### src/rtl/bus_arbiter_n_if.sv
`default_nettype none
// ============================================================================
//  Module   : bus_arbiter_n_if
//  Purpose  : Request/grant bundle between bus masters and bus_arbiter_n.
//             slave  = arbiter side (samples req, drives grant outputs)
//             master = requester side (drives req, observes grant outputs)
//  Revision : 1.0  initial release
// ============================================================================
interface bus_arbiter_n_if #(
    parameter int NUM_MASTERS = 4
);
    localparam int IDW = (NUM_MASTERS > 1) ? $clog2(NUM_MASTERS) : 1;

    logic [NUM_MASTERS-1:0] req;
    logic [NUM_MASTERS-1:0] ack;
    logic [IDW-1:0]         ack_id;
    logic                   busy;

    modport slave  (input  req, output ack, output ack_id, output busy);
    modport master (output req, input  ack, input  ack_id, input  busy);
endinterface
`default_nettype wire

### src/rtl/bus_arbiter_n.sv
`default_nettype none
// ============================================================================
//  Module   : bus_arbiter_n
//  Purpose  : Non-preemptive N-master bus arbiter, fixed-priority (highest
//             index wins) or round-robin, with an optional hold limit that
//             forces re-arbitration while other masters are waiting.
//             All outputs are registered; ack_id steers the bus muxes.
//  Revision : 1.0  initial release
// ============================================================================
module bus_arbiter_n #(
    parameter int NUM_MASTERS = 4,
    parameter int MODE        = 0,   // 0 = fixed priority, 1 = round-robin
    parameter int MAX_HOLD    = 0    // 0 = unlimited, else 1..255
) (
    input  wire logic        clk,
    input  wire logic        reset,  // asynchronous, active-low
    bus_arbiter_n_if.slave   bus
);
    localparam int         IDW      = (NUM_MASTERS > 1) ? $clog2(NUM_MASTERS) : 1;
    localparam logic [7:0] HOLD_LIM = 8'(MAX_HOLD);

    typedef enum logic [0:0] {
        S_IDLE  = 1'b0,
        S_GRANT = 1'b1
    } state_t;

    state_t                 state, state_nx;
    logic [IDW-1:0]         owner, owner_nx;      // doubles as ack_id
    logic [IDW-1:0]         rr_ptr, rr_ptr_nx;
    logic [7:0]             hold_cnt, hold_cnt_nx;
    logic [NUM_MASTERS-1:0] ack_q, ack_nx;
    logic                   busy_q, busy_nx;

    logic [NUM_MASTERS-1:0] others;
    logic                   expired;
    logic [IDW:0]           pick_req;
    logic [IDW:0]           pick_oth;

    // Returns {found, index}. Fixed mode: highest set bit. RR mode: first set
    // bit at or after ptr+1 (wrapping); the loop runs from the farthest offset
    // down so the nearest match is the one left standing.
    function automatic logic [IDW:0] pick(input logic [NUM_MASTERS-1:0] mask,
                                          input logic [IDW-1:0]         ptr);
        logic [IDW:0]   r;
        logic [IDW-1:0] ii;
        r = '0;
        if (MODE == 0) begin
            for (int i = 0; i < NUM_MASTERS; i++) begin
                ii = IDW'(i);
                if (mask[ii]) r = {1'b1, ii};
            end
        end else begin
            for (int k = NUM_MASTERS; k >= 1; k--) begin
                ii = IDW'((int'(ptr) + k) % NUM_MASTERS);
                if (mask[ii]) r = {1'b1, ii};
            end
        end
        return r;
    endfunction

    // Next-state, hold counter, RR pointer and next registered outputs.
    always_comb begin
        state_nx    = state;
        owner_nx    = owner;
        rr_ptr_nx   = rr_ptr;
        hold_cnt_nx = hold_cnt;
        ack_nx      = '0;
        busy_nx     = 1'b0;

        others        = bus.req;
        others[owner] = 1'b0;
        expired       = (MAX_HOLD != 0) && (hold_cnt >= HOLD_LIM) && (|others);
        pick_req      = pick(bus.req, rr_ptr);
        pick_oth      = pick(others, rr_ptr);

        case (state)
            S_IDLE: begin
                if (pick_req[IDW]) begin
                    state_nx    = S_GRANT;
                    owner_nx    = pick_req[IDW-1:0];
                    rr_ptr_nx   = pick_req[IDW-1:0];
                    hold_cnt_nx = 8'd1;
                end
            end
            S_GRANT: begin
                if (bus.req[owner] && !expired) begin
                    // Keep grant; counter saturates (at 255 when unlimited).
                    if (MAX_HOLD != 0) begin
                        if (hold_cnt < HOLD_LIM) hold_cnt_nx = hold_cnt + 8'd1;
                    end else if (hold_cnt != 8'hFF) begin
                        hold_cnt_nx = hold_cnt + 8'd1;
                    end
                end else if (pick_oth[IDW]) begin
                    owner_nx    = pick_oth[IDW-1:0];
                    rr_ptr_nx   = pick_oth[IDW-1:0];
                    hold_cnt_nx = 8'd1;
                end else begin
                    state_nx    = S_IDLE;
                    owner_nx    = '0;
                    hold_cnt_nx = 8'd0;
                end
            end
            default: begin
                state_nx    = S_IDLE;
                owner_nx    = '0;
                hold_cnt_nx = 8'd0;
            end
        endcase

        if (state_nx == S_GRANT) begin
            ack_nx[owner_nx] = 1'b1;
            busy_nx          = 1'b1;
        end
    end

    // State and output registers; reset clears everything immediately.
    always_ff @(posedge clk or negedge reset) begin
        if (!reset) begin
            state    <= S_IDLE;
            owner    <= '0;
            rr_ptr   <= IDW'(NUM_MASTERS - 1);
            hold_cnt <= 8'd0;
            ack_q    <= '0;
            busy_q   <= 1'b0;
        end else begin
            state    <= state_nx;
            owner    <= owner_nx;
            rr_ptr   <= rr_ptr_nx;
            hold_cnt <= hold_cnt_nx;
            ack_q    <= ack_nx;
            busy_q   <= busy_nx;
        end
    end

    assign bus.ack    = ack_q;
    assign bus.ack_id = owner;
    assign bus.busy   = busy_q;
endmodule
`default_nettype wire

### src/flat_wrapper.sv
// flat-port wrapper written by rule: the top's interface ports become plain ports
module bus_arbiter_n_flat 
#(
    parameter int NUM_MASTERS = 4,
    parameter int MODE        = 0,                                         
    parameter int MAX_HOLD    = 0                                 
)
  (clk, reset, bus_req, bus_ack, bus_ack_id, bus_busy);
  bus_arbiter_n_if #(.NUM_MASTERS(NUM_MASTERS)) bus_i ();
  input  wire logic clk;
  input  wire logic reset;
  input wire logic [$bits(bus_i.req)-1:0] bus_req;
  output wire logic [$bits(bus_i.ack)-1:0] bus_ack;
  output wire logic [$bits(bus_i.ack_id)-1:0] bus_ack_id;
  output wire logic [$bits(bus_i.busy)-1:0] bus_busy;
  assign bus_i.req = bus_req;
  assign bus_ack = bus_i.ack;
  assign bus_ack_id = bus_i.ack_id;
  assign bus_busy = bus_i.busy;
  bus_arbiter_n #(.NUM_MASTERS(NUM_MASTERS), .MODE(MODE), .MAX_HOLD(MAX_HOLD)) u_core (.clk(clk), .reset(reset), .bus(bus_i));
endmodule
### config.mk
export PLATFORM = sky130hd
export DESIGN_NAME = bus_arbiter_n_flat
export DESIGN_NICKNAME = d
export VERILOG_FILES = /design/src/rtl/bus_arbiter_n_if.sv /design/src/rtl/bus_arbiter_n.sv /design/src/flat_wrapper.sv
export SDC_FILE = /design/constraint.sdc
export NUM_CORES = 1
export LEC_CHECK = 0
export CAP_MARGIN = 20
export CELL_PAD_IN_SITES_DETAIL_PLACEMENT = 1
export CELL_PAD_IN_SITES_GLOBAL_PLACEMENT = 1
export CORE_MARGIN = 3
export CORE_UTILIZATION = 30
export DETAILED_ROUTE_END_ITERATION = 7
export PLACE_DENSITY = 0.72
export SYNTH_ARGS = -nofsm -noshare
export SYNTH_HDL_FRONTEND = slang
export SYNTH_SLANG_ARGS = --single-unit
### constraint.sdc
create_clock -name clk -period 1.66 [get_ports clk]
set_clock_uncertainty 0.15 [all_clocks]
set_input_delay 0.332 -clock clk [delete_from_list [all_inputs] [get_ports clk]]
set_output_delay 0.332 -clock clk [all_outputs]
set_load 0.03 [all_outputs]
==> out/qor.yml <==
status:
  status: "finished, final reports clean"
routing:
  wl_per_cell_um: 15.00
  dr.pass1.iters: 4
  ant_nets: 0
  avgViaCountPerCell: 5.392
  wl_um: 1185
  drc: 0
  drt_iter0_drc: 4
  num_vias: 426
critical_path:
  crit_type: "in -> reg"
  cp.required_ns: 1.66
  r2r_slack_ns: 0.15
  cp-end-kind: "register"
  ff2ff_path_depth: 4
  arrival_ns: 1.59
  crit_fanout: 6
  critPathLaunchType: "primary input"
  r2r_end: "u_core.bus.ack[3]"
  cp-endpoint: "u_core.bus.ack[3]"
  reg2reg_from: "u_core.bus.ack_id[0]"
  crit_start: "bus_req[0]"
cts:
  cts_buffers: 3
  clkTransAtPathRegs_ns: 0.05
  cts_tree: "built"
  clock_latency_ns: 0.24
  cts.sinks: 7
  post_cts_buffers: 0
  cts-htree-levels: 1
  cts_root_buf: "clkbuf_4"
  clockBufferDepth: 2
placement:
  port_buffers: 12
  hpwl_um: 1013
  place_ws_ns: -0.2124
  dpl_cell_area_um2: 570.5
  routabilityCongestion: 0.9315
sta:
  rsz0062_at_grt: "no"
  finalWorstSetupSlack_ns: 0.07088
  fmaxAchievable_ghz: 0.6293
  period_share: 0.9573
  hold_viol: 0
  slew_viol_final: 0
  finalSetupViolCount: 0
  tightest_slew_ns: 0.3245
  slew_headroom: 0.7830
  min_period_ns: 1.589
  finalSetupTns_ns: 0
logic_synthesis:
  synth_nets: 49
  synth_warnings: 0
  yosysUniqueCellTypes: 17
  synthMuxAreaShare: 0.05031
  synth-seq-cells: 7
  synthSimpleGateAreaFrac: 0.2044
  synth_xor_area_frac: 0
  synth-compound-area-share: 0.2390
  synth_area_per_cell_um2: 9.253
  synth_top_family_by_area: "compound AO/OA/AOI/OAI gates"
  synth_fa_ha_area_frac: 0
  netlist_instances: 43
  netlist_area_um2: 397.9
  ys_seq_area_frac: 0.4403
grt:
  grt_usage: 0.1485
  grt_pass1_vias: 464
  grt_max_degree: 9
  grt_pass1_wl_um: 2042
  grt-ovfl-total: 0
  grt_antenna_before_repair: 0
die:
  die_h_um: 42.42
  die_area_mm2: 0.001799
  core_area_mm2: 0.001171
  pin_count: 13
  placementRows: 12
  initial_utilization: 0.3397
  die_width_um: 42.42
final_layout:
  drive_gt1_frac: 0.2154
  area_growth_pct: 48.74
  num-nets-final: 72
  n_fill_cell: 141
  fin_area_um2: 591.8
  num_antenna_cells: 0
  final_core_util: 0.5053
job:
  drv_cap: 0
pwr:
  ir_drop_v: 0.0006157
  power_mw: 0.5684
  leakage_nw: 0.2793
  p_per_area_mw_per_mm2: 960.5
hold_path:
  worstHoldPathType: "in -> async"
[final cells by class]
class	instances	area, µm²	area share
tap	14	17.52	0.02960
sequential	7	175.2	0.2960
inverter	1	3.754	0.006342
timing repair buffer	20	172.7	0.2918
multi-input combinational	33	196.4	0.3319
clock buffer	4	26.28	0.04440
[state kept, by name (all words and copies together), names as in the netlist]
name               cells
u_core.bus.busy        1
u_core.bus.ack_id      2
u_core.bus.ack         4
[layer usage]
metal	track usage	vias to the layer above	wire, µm
met1	0.1506	220	444
met2	0.3040	10	686
met3	0.03004	0	55
met4	0.02484	0	0
li1	-	196	-
met5	0	-	0
[cell families after synthesis]
kind of cell | Yosys count
buf+inv | 3
simple gates | 16
flops | 7
mux | 2
compound gates | 15
[cells in the final DEF, fill, tap and decap left out]
| master | count |
|---|---|
| o21ai_0 | 2 |
| nor3b_2 | 1 |
| a211oi_2 | 1 |
| inv_1 | 1 |
| clkdlybuf4s50_1 | 4 |
| clkbuf_4 | 3 |
| o21a_1 | 2 |
| dlygate4sd2_1 | 6 |
| nand2b_1 | 3 |
| a22oi_1 | 1 |
| o21ai_1 | 1 |
| mux2i_1 | 2 |
| o22ai_1 | 4 |
| dfrtp_1 | 7 |
| a21oi_1 | 4 |
| buf_4 | 9 |
| nor3_1 | 2 |
| clkbuf_1 | 1 |
| nand2_1 | 2 |
| nor2_1 | 7 |
| nor2b_1 | 1 |
| dlymetal6s2s_1 | 1 |
[power by group]
group          switching [mW]  total, mW  internal, mW  leakage [nW]
sequential             0.0150      0.208         0.193        0.0833
clock                  0.0602      0.152        0.0916        0.0150
combinational           0.124      0.209        0.0843         0.181
total                   0.200      0.568         0.369         0.279
[repair_timing]
item | CTS | global route
gates resized for setup | 6 | 1
endpoints found under the setup margin | 6 | 1
hold buffers | 0 | 0
[cells in the mapped netlist]
cell      count  share of area
dfrtp_1       7           0.44
nor2_1        7          0.066
a21oi_1       4          0.050
o22ai_1       4          0.063
nand2b_1      3          0.047
buf_6         2          0.057
mux2i_1       2          0.050
nand2_1       2          0.019
nor3_1        2          0.025
o21a_1        2          0.038
o21ai_0       2          0.025
a211oi_2      1          0.031
a22oi_1       1          0.019
inv_1         1         0.0094
nor2b_1       1          0.016
nor3b_2       1          0.031
o21ai_1       1          0.013
[critical path, stage by stage]
cell and delay, ns:
clkdlybuf4s50_1 0.50, mux2i_1 0.27, o21ai_0 0.14, buf_4 0.17, a21oi_1 0.18
[through the flow]
step | std cells | hold slack [ns]
floorplan | 43 | -0.1136
global placement | 75 | 0.4463
detailed placement | 75 | 0.4694
CTS | 79 | 0.2045
global route | 79 | 0.2085
finish | 79 | 0.1987
[worst min path at each step]
stage / from / slack [ns] / cells past startpoint / endpoint
finish: reset / 0.20 / 1 / u_core.bus.ack_id[1]
global route: reset / 0.21 / 1 / u_core.bus.ack[2]
CTS: reset / 0.20 / 1 / u_core.bus.ack[0]
detailed placement: reset / 0.47 / 1 / u_core.bus.ack[0]
global placement: reset / 0.45 / 1 / u_core.bus.ack[3]
floorplan: reset / -0.11 / 0 / u_core.bus.ack[0]
Note: power is estimated with default switching activity, not from simulation.
